===== src/rtl/dmem_mmio_pkg.sv =====
// Shared decode constants and types for dmem_mmio_unit and its TX FIFO.
package dmem_mmio_pkg;

   // Word selects within the MMIO page, taken from address bits [4:2]
   localparam logic [2:0] OFF_LED    = 3'd0;
   localparam logic [2:0] OFF_CYCLE  = 3'd1;
   localparam logic [2:0] OFF_CMP    = 3'd2;
   localparam logic [2:0] OFF_STATUS = 3'd3;
   localparam logic [2:0] OFF_TXDATA = 3'd4;

   localparam int unsigned STAT_MATCH = 0;
   localparam int unsigned STAT_FULL  = 1;
   localparam int unsigned STAT_EMPTY = 2;

   typedef enum logic [1:0] {
      REG_RAM  = 2'd0,
      REG_MMIO = 2'd1,
      REG_NONE = 2'd2
   } region_t;

   // RAM wins over the MMIO page if the two ever overlap
   function automatic region_t decode_region(input logic [31:0] addr,
                                             input logic [31:0] ram_bytes,
                                             input logic [19:0] page);
      region_t r;
      if (addr < ram_bytes) begin
         r = REG_RAM;
      end else if (addr[31:12] == page) begin
         r = REG_MMIO;
      end else begin
         r = REG_NONE;
      end
      return r;
   endfunction

endpackage


===== src/rtl/dmem_mmio_unit_tx_fifo.sv =====
// tx_fifo: circular byte FIFO with extra-bit pointers; a pop frees a slot for a
// same-cycle push when full, and the head reads 0 while empty.
module tx_fifo #(
   parameter int FIFO_DEPTH = 4,
   parameter int WIDTH      = 8
) (
   input  logic                          clk,
   input  logic                          reset,
   input  logic                          push,
   input  logic [WIDTH-1:0]              push_data,
   input  logic                          pop,
   output logic                          full,
   output logic                          empty,
   output logic [$clog2(FIFO_DEPTH):0]   count,
   output logic [WIDTH-1:0]              head
);

   localparam int AW = $clog2(FIFO_DEPTH);

   logic [WIDTH-1:0] buf_r [FIFO_DEPTH];
   logic [AW:0]      wr_ptr_r;
   logic [AW:0]      rd_ptr_r;
   logic             do_push_s;
   logic             do_pop_s;

   assign empty     = (wr_ptr_r == rd_ptr_r);
   assign full      = (wr_ptr_r[AW] != rd_ptr_r[AW]) &&
                      (wr_ptr_r[AW-1:0] == rd_ptr_r[AW-1:0]);
   assign count     = wr_ptr_r - rd_ptr_r;
   assign do_pop_s  = pop && !empty;
   assign do_push_s = push && (!full || do_pop_s);
   assign head      = empty ? {WIDTH{1'b0}} : buf_r[rd_ptr_r[AW-1:0]];

   // Pointer registers
   always_ff @(posedge clk or negedge reset) begin
      if (!reset) begin
         wr_ptr_r <= '0;
         rd_ptr_r <= '0;
      end else begin
         if (do_push_s) begin
            wr_ptr_r <= wr_ptr_r + 1'b1;
         end
         if (do_pop_s) begin
            rd_ptr_r <= rd_ptr_r + 1'b1;
         end
      end
   end

   // Storage; never read while empty, so it needs no reset
   always_ff @(posedge clk) begin
      if (do_push_s) begin
         buf_r[wr_ptr_r[AW-1:0]] <= push_data;
      end
   end

endmodule


===== src/rtl/dmem_mmio_unit.sv =====
// dmem_mmio_unit: word RAM plus an MMIO page (LED, cycle counter, compare timer,
// console TX FIFO). Optional access-fault detection under macro DMEM_FAULT_EN.
module dmem_mmio_unit
   import dmem_mmio_pkg::*;
#(
   parameter int          DEPTH      = 64,
   parameter logic [31:0] MMIO_BASE  = 32'h0000_1000,
   parameter int          FIFO_DEPTH = 4
) (
   input  logic        clk,
   input  logic        reset,
   input  logic [31:0] ALUResultM,
   input  logic [31:0] WriteDataM,
   input  logic        MemWriteM,
   output logic [31:0] ReadDataM,
   output logic [7:0]  led,
   output logic        timer_irq,
   output logic [7:0]  tx_data,
   output logic        tx_valid,
   input  logic        tx_ready,
   output logic        fault
);

   localparam int          IW        = $clog2(DEPTH);
   localparam int          CW        = $clog2(FIFO_DEPTH) + 1;
   localparam logic [31:0] RAM_BYTES = 32'(DEPTH * 4);

   logic [31:0] mem_r [DEPTH];
   logic [31:0] cycle_r;
   logic [31:0] cmp_r;
   logic [7:0]  led_r;
   logic        flag_r;

   region_t     region_s;
   logic [IW-1:0] idx_s;
   logic [2:0]  sel_s;
   logic        fault_s;
   logic        commit_s;
   logic        ram_we_s;
   logic        mmio_we_s;
   logic        match_s;
   logic        clr_s;
   logic        flag_next_s;
   logic        push_s;
   logic        pop_s;
   logic        full_s;
   logic        empty_s;
   logic [CW-1:0] count_s;
   logic [7:0]  head_s;
   logic [31:0] status_s;
   logic [31:0] rdata_s;

   assign region_s = decode_region(ALUResultM, RAM_BYTES, MMIO_BASE[31:12]);
   assign idx_s    = ALUResultM[IW+1:2];
   assign sel_s    = ALUResultM[4:2];

`ifdef DMEM_FAULT_EN
   logic misaligned_s;
   logic cyc_store_s;
   logic fault_r;

   // Every cycle counts as an access because loads are not flagged separately
   assign misaligned_s = (ALUResultM[1:0] != 2'b00);
   assign cyc_store_s  = MemWriteM && (region_s == REG_MMIO) && (sel_s == OFF_CYCLE);
   assign fault_s      = misaligned_s || (region_s == REG_NONE) || cyc_store_s;

   // One-cycle registered fault pulse
   always_ff @(posedge clk or negedge reset) begin
      if (!reset) begin
         fault_r <= 1'b0;
      end else begin
         fault_r <= fault_s;
      end
   end

   assign fault = fault_r;
`else
   assign fault_s = 1'b0;
   assign fault   = 1'b0;
`endif

   assign commit_s  = MemWriteM && !fault_s;
   assign ram_we_s  = commit_s && (region_s == REG_RAM);
   assign mmio_we_s = commit_s && (region_s == REG_MMIO);
   assign push_s    = mmio_we_s && (sel_s == OFF_TXDATA);
   assign pop_s     = !empty_s && tx_ready;
   assign match_s   = (cycle_r == cmp_r) && (cmp_r != 32'd0);
   assign clr_s     = mmio_we_s && (sel_s == OFF_STATUS) && WriteDataM[STAT_MATCH];

   // Sticky match flag: a set on the same edge as a clear wins
   always_comb begin
      flag_next_s = flag_r;
      if (match_s) begin
         flag_next_s = 1'b1;
      end else if (clr_s) begin
         flag_next_s = 1'b0;
      end else begin
         flag_next_s = flag_r;
      end
   end

   // MMIO register file and free-running counter
   always_ff @(posedge clk or negedge reset) begin
      if (!reset) begin
         cycle_r <= 32'd0;
         cmp_r   <= 32'd0;
         led_r   <= 8'd0;
         flag_r  <= 1'b0;
      end else begin
         cycle_r <= cycle_r + 32'd1;
         flag_r  <= flag_next_s;
         if (mmio_we_s && (sel_s == OFF_LED)) begin
            led_r <= WriteDataM[7:0];
         end
         if (mmio_we_s && (sel_s == OFF_CMP)) begin
            cmp_r <= WriteDataM;
         end
      end
   end

   // Word RAM, contents survive reset
   always_ff @(posedge clk) begin
      if (ram_we_s) begin
         mem_r[idx_s] <= WriteDataM;
      end
   end

   tx_fifo #(
      .FIFO_DEPTH (FIFO_DEPTH),
      .WIDTH      (8)
   ) u_tx_fifo (
      .clk       (clk),
      .reset     (reset),
      .push      (push_s),
      .push_data (WriteDataM[7:0]),
      .pop       (pop_s),
      .full      (full_s),
      .empty     (empty_s),
      .count     (count_s),
      .head      (head_s)
   );

   // STATUS word assembly
   always_comb begin
      status_s             = 32'd0;
      status_s[STAT_MATCH] = flag_r;
      status_s[STAT_FULL]  = full_s;
      status_s[STAT_EMPTY] = empty_s;
   end

   // Zero-latency load mux
   always_comb begin
      rdata_s = 32'd0;
      case (region_s)
         REG_RAM: rdata_s = mem_r[idx_s];
         REG_MMIO: begin
            case (sel_s)
               OFF_LED:    rdata_s = {24'd0, led_r};
               OFF_CYCLE:  rdata_s = cycle_r;
               OFF_CMP:    rdata_s = cmp_r;
               OFF_STATUS: rdata_s = status_s;
               OFF_TXDATA: rdata_s = {{(32-CW){1'b0}}, count_s};
               default:    rdata_s = 32'd0;
            endcase
         end
         default: rdata_s = 32'd0;
      endcase
   end

   assign ReadDataM = rdata_s;
   assign led       = led_r;
   assign timer_irq = flag_r;
   assign tx_valid  = !empty_s;
   assign tx_data   = head_s;

endmodule


===== config.mk =====
export PLATFORM = sky130hd
export DESIGN_NAME = dmem_mmio_unit
export DESIGN_NICKNAME = d
export VERILOG_FILES = /design/src/rtl/dmem_mmio_pkg.sv /design/src/rtl/dmem_mmio_unit_tx_fifo.sv /design/src/rtl/dmem_mmio_unit.sv
export SDC_FILE = /design/constraint.sdc
export NUM_CORES = 2
export LEC_CHECK = 0
export ABC_CLOCK_PERIOD_IN_PS = 4300
export CORE_UTILIZATION = 30
export DETAILED_ROUTE_END_ITERATION = 7
export PLACE_DENSITY = 0.48
export SYNTH_ARGS = -nofsm -noshare
export SYNTH_HDL_FRONTEND = slang
export SYNTH_HIERARCHICAL = 1
export SYNTH_SLANG_ARGS = --single-unit

===== constraint.sdc =====
create_clock -name clk -period 4.3 [get_ports clk]
set_clock_uncertainty 0.1 [all_clocks]
set_input_delay 0.86 -clock clk [delete_from_list [all_inputs] [get_ports clk]]
set_output_delay 0.86 -clock clk [all_outputs]
set_load 0.03 [all_outputs]

# == Word-level counts from Yosys, hierarchy flattened ==
# Memories as Yosys holds them, arrays and structs flattened.
# Index checks and enable logic that the tools add are counted.
# word_totals
reg_bits,79
latchBits,0
ramBits,2080
romBits,0
elab_cells,53
memories,2
# memory_table
memory,words,word_bits,rd,rd_ports_with_merged_regs,write_ports,line,rtl
mem_r,64,32,1,0,1,dmem_mmio_unit.sv:28,logic [31:0] mem_r [DEPTH];
u_tx_fifo.buf_r,4,8,1,0,1,dmem_mmio_unit_tx_fifo.sv:20,logic [WIDTH-1:0] buf_r [FIFO_DEPTH];
# classes
add_sub_neg,4
multipliers,0
div_mod_pow,0
n_lt_le_gt_ge,1
n_eq_ne,10
n_shift,0
muxes,11
bitwise,0
reduce_logical,19
# op_table
cell,count
32-bit case mux with 5 select lines,1
32-bit case mux with 2 select lines,1
"32-bit by 1-bit adder with 32-bit output, second input constant",1
32-bit == test,1
"32-bit by 9-bit less-than comparator with 1-bit output, second input constant",1
32-bit nonzero test,1
"20-bit by 1-bit == test with 1-bit output, second input constant",1
1-bit logical AND,12
8-bit two-way mux,1
"3-bit by 1-bit adder with 3-bit output, second input constant",2
"3-bit by 2-bit == test with 1-bit output, second input constant",2
1-bit two-way mux,6
2-bit two-way mux,2
"3-bit by 1-bit == test with 1-bit output, second input constant",1
3-bit == test,1
"3-bit == test, second input constant",1
3-bit zero test,1
3-bit subtractor,1
"2-bit by 1-bit == test with 1-bit output, second input constant",1
2-bit == test,1
1-bit zero test,2
2-bit zero test,1
2-bit nonzero test,1
1-bit logical OR,1
1-bit inequality test,1

# == Longest topological paths before layout ==
# depth
depth_word,9
mapped_depth,11
ltp_nobuf,9

# == Hierarchy ==
# The synthesis kept the hierarchy.
# modules_own_cells
mod,instances,cells_per_inst,area_each_um2,seq_area_each_um2
dmem_mmio_unit,1,3800,82665.5,63325.7
tx_fifo,1,94,1659.1,1111.1

# == Worst setup path before layout ==
# Ideal clock, no wire load.
# synth_timing
path_type,in2reg
from,input port ALUResultM[2]
to,memory mem_r[13][0] (enable)
arrival_ps,3765
slack_ps,14
cell_stages,9
path_buffers,6
path_cell_list,buf_2 buf_6 buf_6 buf_4 nor2b_1 clkbuf_1 buf_2 nand4_1 nor2_1
# synth_between
elab_chain_len,6
# synth_rtl
item,line,rtl
start: declaration,dmem_mmio_unit.sv:12,"input logic [31:0] ALUResultM,"
32-bit by 9-bit less-than comparator with 1-bit output,dmem_mmio_pkg.sv:26,if (addr < ram_bytes) begin
2-bit two-way mux,dmem_mmio_pkg.sv:26,
2-bit zero test,dmem_mmio_unit.sv:83,assign ram_we_s = commit_s && (region_s == REG_RAM);
1-bit logical AND,dmem_mmio_unit.sv:83,
1-bit two-way mux,dmem_mmio_unit.sv:123,if (ram_we_s) begin
1-bit two-way mux (not written as such),dmem_mmio_unit.sv:124,mem_r[idx_s] <= WriteDataM;
end: declaration,dmem_mmio_unit.sv:28,
# Parallel ways exist; a longest one is shown, timed or not.

# == Worst setup path in the final report ==
# layout_timing
from,input port ALUResultM[26]
to,output port ReadDataM[7]
# layout_between
elab_chain_len,5
elab_cells_between_ends,7
cone_classes,order compare (1); eq/ne (2); mux (3); reduce/logical (1)
# layout_rtl
item,line,rtl
"parallel branches: the longest is 2 deep, another holds 32-bit by 9-bit less-than comparator with 1-bit output",--,
2-bit two-way mux *,dmem_mmio_pkg.sv:26,
2-bit by 1-bit == test with 1-bit output / 2-bit zero test (equally long branches),dmem_mmio_unit.sv:154,case (region_s)
32-bit case mux with 2 select lines *,dmem_mmio_unit.sv:154,
end: declaration,dmem_mmio_unit.sv:15,"output logic [31:0] ReadDataM,"
# Every way passes the cells marked *.

==> summary.txt <==
Routing
  – Post-Route WL: roughly 290,000 µm
  – DR vias: 45,400
  – Initial DRC Count: about 5,400
  – Detail Route Antenna Nets: 0
  – Drt via density: 5.27
  – Pre-antenna DRT Iters: 8
  – Wire per inst: 33.9 µm
  – # DRC: 38

Critical path
  – CP required: 3.34 ns
  – Setup crit end kind: output port
  – Worst Setup Start Kind: primary input
  – Critical Path Slowest Stage Cell: or4_4
  – Reg2reg start: u_tx_fifo/rd_ptr_r[0]$_DFFE_PN0P_
  – Critical path's top delay family: simple AND/OR/NAND/NOR gates
  – Reg-to-reg critical path endpoint: u_tx_fifo/buf_r[1][1]$_DFFE_PP_
  – Max FO, Critical Path: 5
  – R2R depth: 8
  – Worst R2R Setup Slack: approximately 1.6 ns
  – Cell mode on critical path: buf_12
  – Buf/Inv on CP: 5
  – CP Cell Sequence: buf_6, or4_4, nor2_4, nand4_1, buf_6, buf_12, buf_12, a21oi_1, a32o_1, buf_12
  – Slowest Stage Delay on Critical Path: ~0.53 ns
  – Crit path arrival time: between 3 and 4 ns
  – Crit Path Category: in2out

Synthesis
  – Primary FF master, synth: edfxtp_1
  – Yosys top cell area share: roughly three quarters
  – Synth cell types: 80
  – Synthesis warning total: 6
  – Net Count, Synth: between 3,000 and 4,000
  – Synthesized area per cell: 21.7 µm²
  – Ys async rst share: under 10%
  – Cells after Synth: approximately 3,900
  – Post-synth EDFFs: around 2,100
  – Yosys reg bits: around 2,200
  – Top cells by area, synth: edfxtp_1 (74%), mux4_2 (13%), dfrtp_1 (2.3%)
  – Sequential-to-total area share from yosys stat: approximately 76%
  – Mapped cell area: roughly 84,000 µm²
  – Synth area leader: edfxtp_1

Global routing
  – Vias in the first global route: 45,200
  – Largest net degree at the start of global routing: 80
  – First-pass GRT wire length: just under 400,000 µm
  – Initial antenna violation count: 31
  – Total congestion overflow: 0
  – Total track usage: 20.3%

Place
  – Port bufs: about 120
  – DPL Wire Length: approximately 190,000 µm
  – Placed cell areas: between 90,000 and 100,000 µm²
  – Placer Congestion: approximately 0.85
  – DP Cell Count: between 8,000 and 9,000

Floorplan
  – Core Region: approximately 280,000 µm²
  – Die area: around 280,000 µm²
  – FP Rows: 194
  – Starting density of the core: a little under a third
  – Die H: around 530 µm
  – Die span in x: about 530 µm
  – # IOs: ~120

STA
  – RSZ-0062 raised after global routing: true
  – Worst hold margin: ~0.036 ns
  – Final worst-path setup slack: -0.0480 ns
  – Slew HR: 18.6%
  – Fmax: between 200 and 250 MHz
  – Final Max Slew Viols: 0
  – # setup viols final: 4
  – Fin. Hold Viols: 0
  – Tcrit/Tclk final: 101%
  – Measured slew at the worst slew-check pin: 1.22 ns
  – Final min period: about 4.3 ns

Layout
  – Fraction of layout cells with a size suffix above 1: between 30% and 40%
  – Final #Nets: between 4,000 and 5,000
  – Final instance area: roughly 100,000 µm²
  – P&R area growth vs syn: 23.6%
  – Register area: between 60,000 and 70,000 µm²
  – Layout fillers: between 20,000 and 30,000
  – Final Non-Filler Cells: about 8,600
  – Footprint of the multi-input gates: just under 20,000 µm²

Clock network
  – CTS tree: done
  – CTS root buffer: clkbuf_16
  – Clock Latency Late Sink: 0.92 ns
  – Hold_buf cts: 0
  – Worst-path clk slew: 0.06 ns
  – Worst-case clock buffer depth: 3
  – CTS HTree Levels: 4
  – Sink Count: ~2,200
  – Num CTS Buffers: 223

Worst hold path
  – Worst Hold Class: in2async

Pwr
  – Leak pwr: 0.0339 µW
  – Power Dens Cells: 429 nW/µm²
  – Max VDD drop: approximately 400 µV

Outcome
  – Status: finished with violations
  – Failing checks: design-rule violations, negative setup slack

Flow run
  – Max_cap viols: 0
metrics by stage:
stage / total power, µW / setup TNS, ns / worst slack [ns] / utilization, %
after floorplan: 24900 / 0 / 0.0140 / -
after global placement: 26300 / -11.96 / -1.18 / 34.4
after detailed placement: 26400 / -11.77 / -1.19 / 34.4
after CTS: 45000 / -0.0550 / -0.0290 / 37.2
after global routing: 46000 / -0.0606 / -0.0485 / 37.3
final: 44700 / -0.132 / -0.0480 / 37.3
timing repair:
| item | 4_1_cts | 5_1_grt |
|---|---|---|
| hold endpoints to repair | 0 | 0 |
| endpoints found under the setup margin | 40 | 31 |
| setup buffers | 17 | 14 |
| resized for setup | 141 | 20 |
| pin swaps | 23 | 5 |
| cloned | 1 | 6 |
sequential cells by signal (all words and copies together) (netlist names):
| name | cells |
|---|---|
| mem_r | 2048 |
| cmp_r | 32 |
| cycle_r | 32 |
| u_tx_fifo/buf_r | 32 |
| led | 8 |
| u_tx_fifo/rd_ptr_r | 3 |
| u_tx_fifo/wr_ptr_r | 3 |
| timer_irq | 1 |
final cells by class:
class | count | share of cell area (%)
clock buffers | 275 | 5.59
clock inverters | 143 | 1.18
inverters | 11 | 0.0396
well taps | 3724 | 4.47
diodes | 6 | 0.0144
repair buffers | 788 | 8.24
multi-input cells | 1504 | 18.6
flip-flops and latches | 2159 | 61.8
synth_stat cells (all sizes together), types with 13 or more instances:
| master | instances |
|---|---|
| o22ai | 64 |
| xor2 | 28 |
| nand2 | 48 |
| nand3 | 33 |
| nand2b | 13 |
| nor3 | 28 |
| buf | 156 |
| mux2i | 150 |
| a21oi | 33 |
| clkbuf | 64 |
| edfxtp | 2080 |
| a211oi | 14 |
| nor4 | 21 |
| dfrtp | 79 |
| a221oi | 22 |
| mux2 | 64 |
| o32ai | 16 |
| a22oi | 64 |
| nor2b | 37 |
| o21ai | 24 |
| nor2 | 137 |
| mux4 | 495 |
| xnor2 | 39 |
| nand4 | 24 |
worst max path at each step:
stage | start | slack, ns | depth (start not counted) | endpoint
after floorplan | ALUResultM[2] | 0.01 | 9 | mem_r[13][0]$_DFFE_PP_
after global placement | ALUResultM[19] | -1.18 | 10 | ReadDataM[12]
after detailed placement | ALUResultM[19] | -1.19 | 10 | ReadDataM[12]
after CTS | ALUResultM[26] | -0.03 | 10 | ReadDataM[12]
after global routing | ALUResultM[26] | -0.05 | 10 | ReadDataM[12]
final | ALUResultM[26] | -0.05 | 10 | ReadDataM[7]
report_power, final:
| part | leakage, µW | internal, µW | switching (µW) |
|---|---|---|---|
| clock network | 0.00344 | 10400 | 8370 |
| logic | 0.0107 | 1200 | 1670 |
| registers | 0.0198 | 23100 | 61.9 |
metal layers:
metal	global-route usage [%]	part of all wire [%]	vias up
met5	0	0.043	-
met4	5.58	2.7	20
met3	3.77	7.4	351
met2	32.8	47	1921
met1	28.1	43	25000
li1	-	-	18100
logic make-up after synthesis:
group                    share of synthesized area, %
buffers and inverters                            1.65
AND/OR/NAND/NOR                                  2.40
XOR/XNOR                                        0.696
other                                         0.00445
adder cells (fa/ha/maj)                         0.142
AO/OA/AOI/OAI                                    2.82
multiplexers                                     15.9
flip-flops                                       76.4
layout by cell type (no fill, tap or decap), drive strengths merged, types with 12 or more instances in the layout:
master,n
nor2b,37
edfxtp,2080
nand2,48
a211oi,14
nor2,137
o32ai,16
buf,743
nor4,21
nand3,33
nand4,24
xor2,28
a221oi,22
a21oi,33
o21ai,24
bufinv,12
o22ai,64
a22oi,64
mux4,495
mux2,64
inv,17
clkbuf,281
clkdlybuf4s50,26
nand2b,13
nor3,28
xnor2,39
mux2i,150
dfrtp,79
clkinv,120
Note: power is estimated with default switching activity, not from simulation.
